## src/rtl/mem_port_arbiter.sv

```systemverilog
// mem_port_arbiter: shares one fixed-latency unified memory port between fetch (IF) and load/store (DM).
// Latency: gnt and mem_req in the arbitration cycle (0 cycles); response exactly MEM_LATENCY cycles later.
// Backpressure: one outstanding access; a requester that is not granted holds req until its gnt pulses.
module mem_port_arbiter #(
  parameter int ADDR_WIDTH   = 32,
  parameter int DATA_WIDTH   = 32,
  parameter int MEM_LATENCY  = 2,
  parameter int STARVE_LIMIT = 4
) (
  input  logic                      clk,
  input  logic                      rst,
  // fetch side
  input  logic                      if_req_i,
  input  logic [ADDR_WIDTH-1:0]     if_addr_i,
  output logic                      if_gnt_o,
  output logic                      if_rvalid_o,
  output logic [DATA_WIDTH-1:0]     if_rdata_o,
  input  logic                      flush_i,
  // load/store side
  input  logic                      dm_req_i,
  input  logic                      dm_we_i,
  input  logic [DATA_WIDTH/8-1:0]   dm_be_i,
  input  logic [ADDR_WIDTH-1:0]     dm_addr_i,
  input  logic [DATA_WIDTH-1:0]     dm_wdata_i,
  output logic                      dm_gnt_o,
  output logic                      dm_rvalid_o,
  output logic [DATA_WIDTH-1:0]     dm_rdata_o,
  // memory port
  output logic                      mem_req_o,
  output logic                      mem_we_o,
  output logic [DATA_WIDTH/8-1:0]   mem_be_o,
  output logic [ADDR_WIDTH-1:0]     mem_addr_o,
  output logic [DATA_WIDTH-1:0]     mem_wdata_o,
  input  logic [DATA_WIDTH-1:0]     mem_rdata_i,
  output logic                      busy_o
);

  localparam int CW = (MEM_LATENCY > 1) ? $clog2(MEM_LATENCY) : 1;
  localparam int SW = $clog2(STARVE_LIMIT + 1);
  localparam logic [CW-1:0] CNT_LOAD   = CW'(MEM_LATENCY - 1);
  localparam logic [SW-1:0] STARVE_MAX = SW'(STARVE_LIMIT);

  typedef enum logic { IDLE, WAIT } state_e;
  typedef enum logic { OWN_IF, OWN_DM } owner_e;

  state_e          state_q, state_d;
  owner_e          owner_q, owner_d;
  logic [CW-1:0]   cnt_q, cnt_d;
  logic [SW-1:0]   starve_q, starve_d;
  logic            drop_q, drop_d;
  logic            store_q, store_d;

  logic            arb_cycle;
  logic            resp_cycle;
  logic            win_if;
  logic            win_dm;

  // Pick this cycle's winner; only the free port or the response cycle can accept a new access.
  always_comb begin
    arb_cycle  = (state_q == IDLE) || (cnt_q == '0);
    resp_cycle = (state_q == WAIT) && (cnt_q == '0);
    win_if     = 1'b0;
    win_dm     = 1'b0;
    if (arb_cycle) begin
      if (if_req_i && dm_req_i) begin
        // Data normally wins; a fetch that has been passed over STARVE_LIMIT times takes the port.
        if (starve_q == STARVE_MAX) begin
          win_if = 1'b1;
        end else begin
          win_dm = 1'b1;
        end
      end else begin
        win_if = if_req_i;
        win_dm = dm_req_i;
      end
    end
  end

  // FSM next state, latency countdown, owner bookkeeping, flush drop and starvation counter.
  always_comb begin
    state_d  = state_q;
    owner_d  = owner_q;
    cnt_d    = cnt_q;
    starve_d = starve_q;
    drop_d   = drop_q;
    store_d  = store_q;

    if ((state_q == WAIT) && !resp_cycle) begin
      cnt_d = cnt_q - CW'(1);
      // A flush while a fetch is in flight marks its response as wrong-path.
      if ((owner_q == OWN_IF) && flush_i) begin
        drop_d = 1'b1;
      end
    end

    if (resp_cycle) begin
      state_d = IDLE;
      drop_d  = 1'b0;
    end

    // A new issue overrides the response-cycle return to IDLE (back-to-back accesses).
    if (win_if || win_dm) begin
      state_d = WAIT;
      cnt_d   = CNT_LOAD;
      owner_d = win_if ? OWN_IF : OWN_DM;
      store_d = win_dm && dm_we_i;
      drop_d  = win_if && flush_i;
    end

    if (win_if || !if_req_i) begin
      starve_d = '0;
    end else if (win_dm && (starve_q != STARVE_MAX)) begin
      starve_d = starve_q + SW'(1);
    end
  end

  // State registers; reset abandons any in-flight access so a late memory response is ignored.
  always_ff @(posedge clk or negedge rst) begin
    if (!rst) begin
      state_q  <= IDLE;
      owner_q  <= OWN_IF;
      cnt_q    <= '0;
      starve_q <= '0;
      drop_q   <= 1'b0;
      store_q  <= 1'b0;
    end else begin
      state_q  <= state_d;
      owner_q  <= owner_d;
      cnt_q    <= cnt_d;
      starve_q <= starve_d;
      drop_q   <= drop_d;
      store_q  <= store_d;
    end
  end

  // Output drive: idle buses are zero, and everything is held quiet while reset is asserted.
  always_comb begin
    if_gnt_o    = 1'b0;
    if_rvalid_o = 1'b0;
    if_rdata_o  = '0;
    dm_gnt_o    = 1'b0;
    dm_rvalid_o = 1'b0;
    dm_rdata_o  = '0;
    mem_req_o   = 1'b0;
    mem_we_o    = 1'b0;
    mem_be_o    = '0;
    mem_addr_o  = '0;
    mem_wdata_o = '0;
    busy_o      = 1'b0;

    if (rst) begin
      if_gnt_o  = win_if;
      dm_gnt_o  = win_dm;
      mem_req_o = win_if || win_dm;
      if (win_dm) begin
        mem_we_o    = dm_we_i;
        mem_be_o    = dm_be_i;
        mem_addr_o  = dm_addr_i;
        mem_wdata_o = dm_wdata_i;
      end else if (win_if) begin
        mem_addr_o  = if_addr_i;
      end

      if (resp_cycle) begin
        if (owner_q == OWN_IF) begin
          // A flush landing in the response cycle itself also kills the fetch data.
          if (!(drop_q || flush_i)) begin
            if_rvalid_o = 1'b1;
            if_rdata_o  = mem_rdata_i;
          end
        end else begin
          dm_rvalid_o = 1'b1;
          if (!store_q) begin
            dm_rdata_o = mem_rdata_i;
          end
        end
      end

      busy_o = (state_q == WAIT);
    end
  end

endmodule

```

## config.mk

```make
export PLATFORM = sky130hd
export DESIGN_NAME = mem_port_arbiter
export DESIGN_NICKNAME = d
export VERILOG_FILES = /design/src/rtl/mem_port_arbiter.sv
export SDC_FILE = /design/constraint.sdc
export NUM_CORES = 1
export LEC_CHECK = 0
export CAP_MARGIN = 25
export CORE_AREA = 2 2 107 109
export CTS_CLUSTER_DIAMETER = 50
export DETAILED_ROUTE_END_ITERATION = 10
export DIE_AREA = 0 0 109 111
export GPL_TIMING_DRIVEN = 0
export PLACE_DENSITY_LB_ADDON = 0.3
export SYNTH_ARGS = -nofsm -noshare
export SYNTH_HDL_FRONTEND = slang
export SYNTH_SLANG_ARGS = --single-unit
```

## constraint.sdc

```tcl
create_clock -name clk -period 2.5 [get_ports clk]
set_input_delay 0.5 -clock clk [delete_from_list [all_inputs] [get_ports clk]]
set_output_delay 0.5 -clock clk [all_outputs]
set_load 0.005 [all_outputs]
```

==> out/qor.csv, run 1 <==
metric,value,unit
outcome,"complete, no violations",
ir_drop,0.000214,V
synth_cell_types,34,
io_buffers,275,
layout_commonest_cell,clkdlybuf4s50_1,
reg2reg_to,starve_q[1],
cts.sinks,8,
slew_headroom,70.1,%
fin_nets,715,
p_sw_share,35.0,%
fin_cells,716,
diodes,0,
layout_common_cells,"178 x clkdlybuf4s50_1, 67 x nand2_1, 66 x and2_1, 48 x dlymetal6s2s_1, 46 x dlygate4sd2_1",
overflow,0,
endpoint,mem_be_o[3],
synth-seq-cells,8,
netlist_instances,276,
cts_tree,built,
end_kind,primary output,
drt_iter0_markers,74,
synth-seq-area-share,11.8,%
p_leak,3.16,nW
syn_area_per_cell,6.15,um2
fin_crit,2.49,ns
hold_viol,0,
grt_antenna_before_repair,0,
rsz0062_at_grt,true,
drive_gt1_share,11.3,%
avgViaCountPerCell,4.37,
synth.cell_area,1700,um2
root_buffer,clkbuf_16,
dpl_cell_area,4630,um2
finalMaxSlewViolations,0,
cp-start-kind,register,
die_height,111,um
finalSetupTns,0,ns
cp.required,2.00,ns
io_pins,277,
ys_warn_count,0,
r2r_slack,0.98,ns
grt_pass1_wl,16800,um
cp.arrival,1.99,ns
area_delta_synth_final,203,%
start_util,15.3,%
max_freq,402,MHz
final_cell_area,5150,um2
rr_worst_depth,6,
cts.htree.levels,1,
setup_viol,0,
final_antenna_net_count,0,
crit_path_start,starve_q[0],
total_power,1.97,mW
die_x,109,um
place_hpwl,9150,um
finalCritPeriodShare,99.4,%
vias,3128,
grt_start_max_net_pins,14,
globalplace.congestion,0.766,
tightest_slew,0.444,ns
fp.coreArea,11100,um2
drcViolationCount,0,
p_per_area,382,nW/um2
dp.cells,694,
pwr-share-seq,10.4,%
cts_buffers,3,
grtUsageTotal,17.8,%
totalWireLength,11500,um
r2r-start,starve_q[0],
dieArea,12100,um2
maxCapViolCount,0,
clkTransAtPathRegs,0.04,ns
switchingPower,0.687,mW
whs,0.0725,ns
cts_buffer_depth,2,
drt_pass1_iterations,4,
syn-num-nets,416,
grt_pass1_vias,3042,
combPwrFrac,76.1,%
rows,39,
skew,0.00104,ns
critical_path_class,reg2out,
hold_path.class,in2async,
p_int,1.28,mW
worstPathMaxFanout,5,
wl_per_cell,16.1,um
clock_power_share,13.5,%
clock_latency,0.23,ns
==> Yosys cell counts <==
master	count	area share (%)
and3b_1	1	0.52
o21a_1	1	0.44
clkbuf_1	13	2.9
clkbuf_2	3	0.88
or3_1	1	0.37
buf_6	2	1.3
and3_4	1	0.66
o22ai_1	32	12
nand4b_1	1	0.52
a21boi_0	1	0.44
a21bo_4	1	0.96
and4bb_2	1	0.74
a21boi_1	2	0.88
and2b_1	1	0.44
dfrtp_1	8	12
a21oi_1	1	0.29
nand3_1	3	0.88
and3_1	37	14
nand2_1	68	15
inv_1	3	0.66
and4b_1	1	0.59
nor2b_1	1	0.37
nand3_2	1	0.59
nor2_1	5	1.1
o21ai_0	2	0.59
nand3b_1	1	0.44
buf_4	1	0.44
nor3_1	2	0.59
or3b_1	1	0.52
ha_1	2	1.5
and2_1	66	24
buf_2	10	2.9
nand4_1	1	0.37
a22o_1	1	0.52
==> how the worst min path moves through the flow <==
stage / endpoint / start / cells past startpoint
6_report: starve_q[1] / rst / 1
3_3_place_gp: store_q / store_q / 1
5_1_grt: starve_q[0] / rst / 1
3_5_place_dp: store_q / store_q / 1
2_1_floorplan: cnt_q / rst / 0
4_1_cts: starve_q[0] / rst / 1
==> per-layer routing <==
layer	global-route usage (%)	wire length, um	vias up
met5	0	0	-
met4	3.93	131	0
met3	4.53	1160	8
met2	34.7	6280	181
met1	18.4	3940	1406
li1	-	-	1533
==> cells by family (layout without fill, tap and decap cells) <==
| logic type | after synthesis | count (layout) | synth area share [%] |
|---|---|---|---|
| and+or+nand+nor | 193 | 194 | 61.7 |
| DFF | 8 | 8 | 11.8 |
| adders and majority gates | 2 | 2 | 1.47 |
| buffers and inverters | 32 | 328 | 9.14 |
| AOI/OAI and AO/OA | 41 | 41 | 15.9 |
==> sequential cells by signal, indices dropped and copies added, names as in the netlist <==
signal,cells
cnt_q,1
state_q,1
starve_q,3
owner_q,1
drop_q,1
store_q,1
==> timing repair <==
action | in CTS | in global routing
resized for setup | 110 | 67
hold buffers | 0 | 0
setup endpoints to repair | 139 | 86
setup buffers | 6 | 5
gates cloned | 5 | 3
pin swaps | 3 | 1
==> final cells by class <==
cell class / instances / area (um2)
fill: 1074 / 5930
timing repair buffer: 293 / 3000
multi-input combinational: 237 / 1430
buffer: 29 / 253
sequential: 8 / 203
tap: 143 / 179
clock buffer: 3 / 75.1
inverter: 3 / 11.3
==> power by group through the flow <==
stage | Sequential, mW | Clock [mW] | Combinational (mW)
floorplan | 0.192 | 0 | 0.513
global placement | 0.201 | 0 | 1.32
detailed placement | 0.203 | 0 | 1.32
CTS | 0.209 | 0.271 | 1.42
global route | 0.209 | 0.278 | 1.62
finish | 0.205 | 0.265 | 1.50
==> through the flow <==
| step | worst slack, ns | util, % |
|---|---|---|
| detailed placement | -0.888 | 41.8 |
| finish | 0.0149 | 46.5 |
| global placement | -0.858 | 41.8 |
| global route | -0.0545 | 46.5 |
| floorplan | 0.669 | - |
| CTS | 0.00121 | 44.2 |
==> critical path: stages, from the launching register on <==
cell and delay, ns:
dfrtp_1 0.36, inv_2 0.06, ha_4 0.18, nand3_4 0.09, and3_4 0.24, buf_6 0.13
and3_1 0.17, clkdlybuf4s50_1 0.52
No activity file was read; power rests on OpenSTA's default activity.
==> run 2: changes to the inputs <==
--- a/config.mk
+++ b/config.mk
@@ -5,6 +5,7 @@
 export SDC_FILE = /design/constraint.sdc
 export NUM_CORES = 1
 export LEC_CHECK = 0
+export ABC_CLOCK_PERIOD_IN_PS = 2500
 export CAP_MARGIN = 25
 export CORE_AREA = 2 2 107 109
 export CTS_CLUSTER_DIAMETER = 50
==> results of run 2 <==
Same layout as run 1: the final DEF is identical, and so are final timing and power.
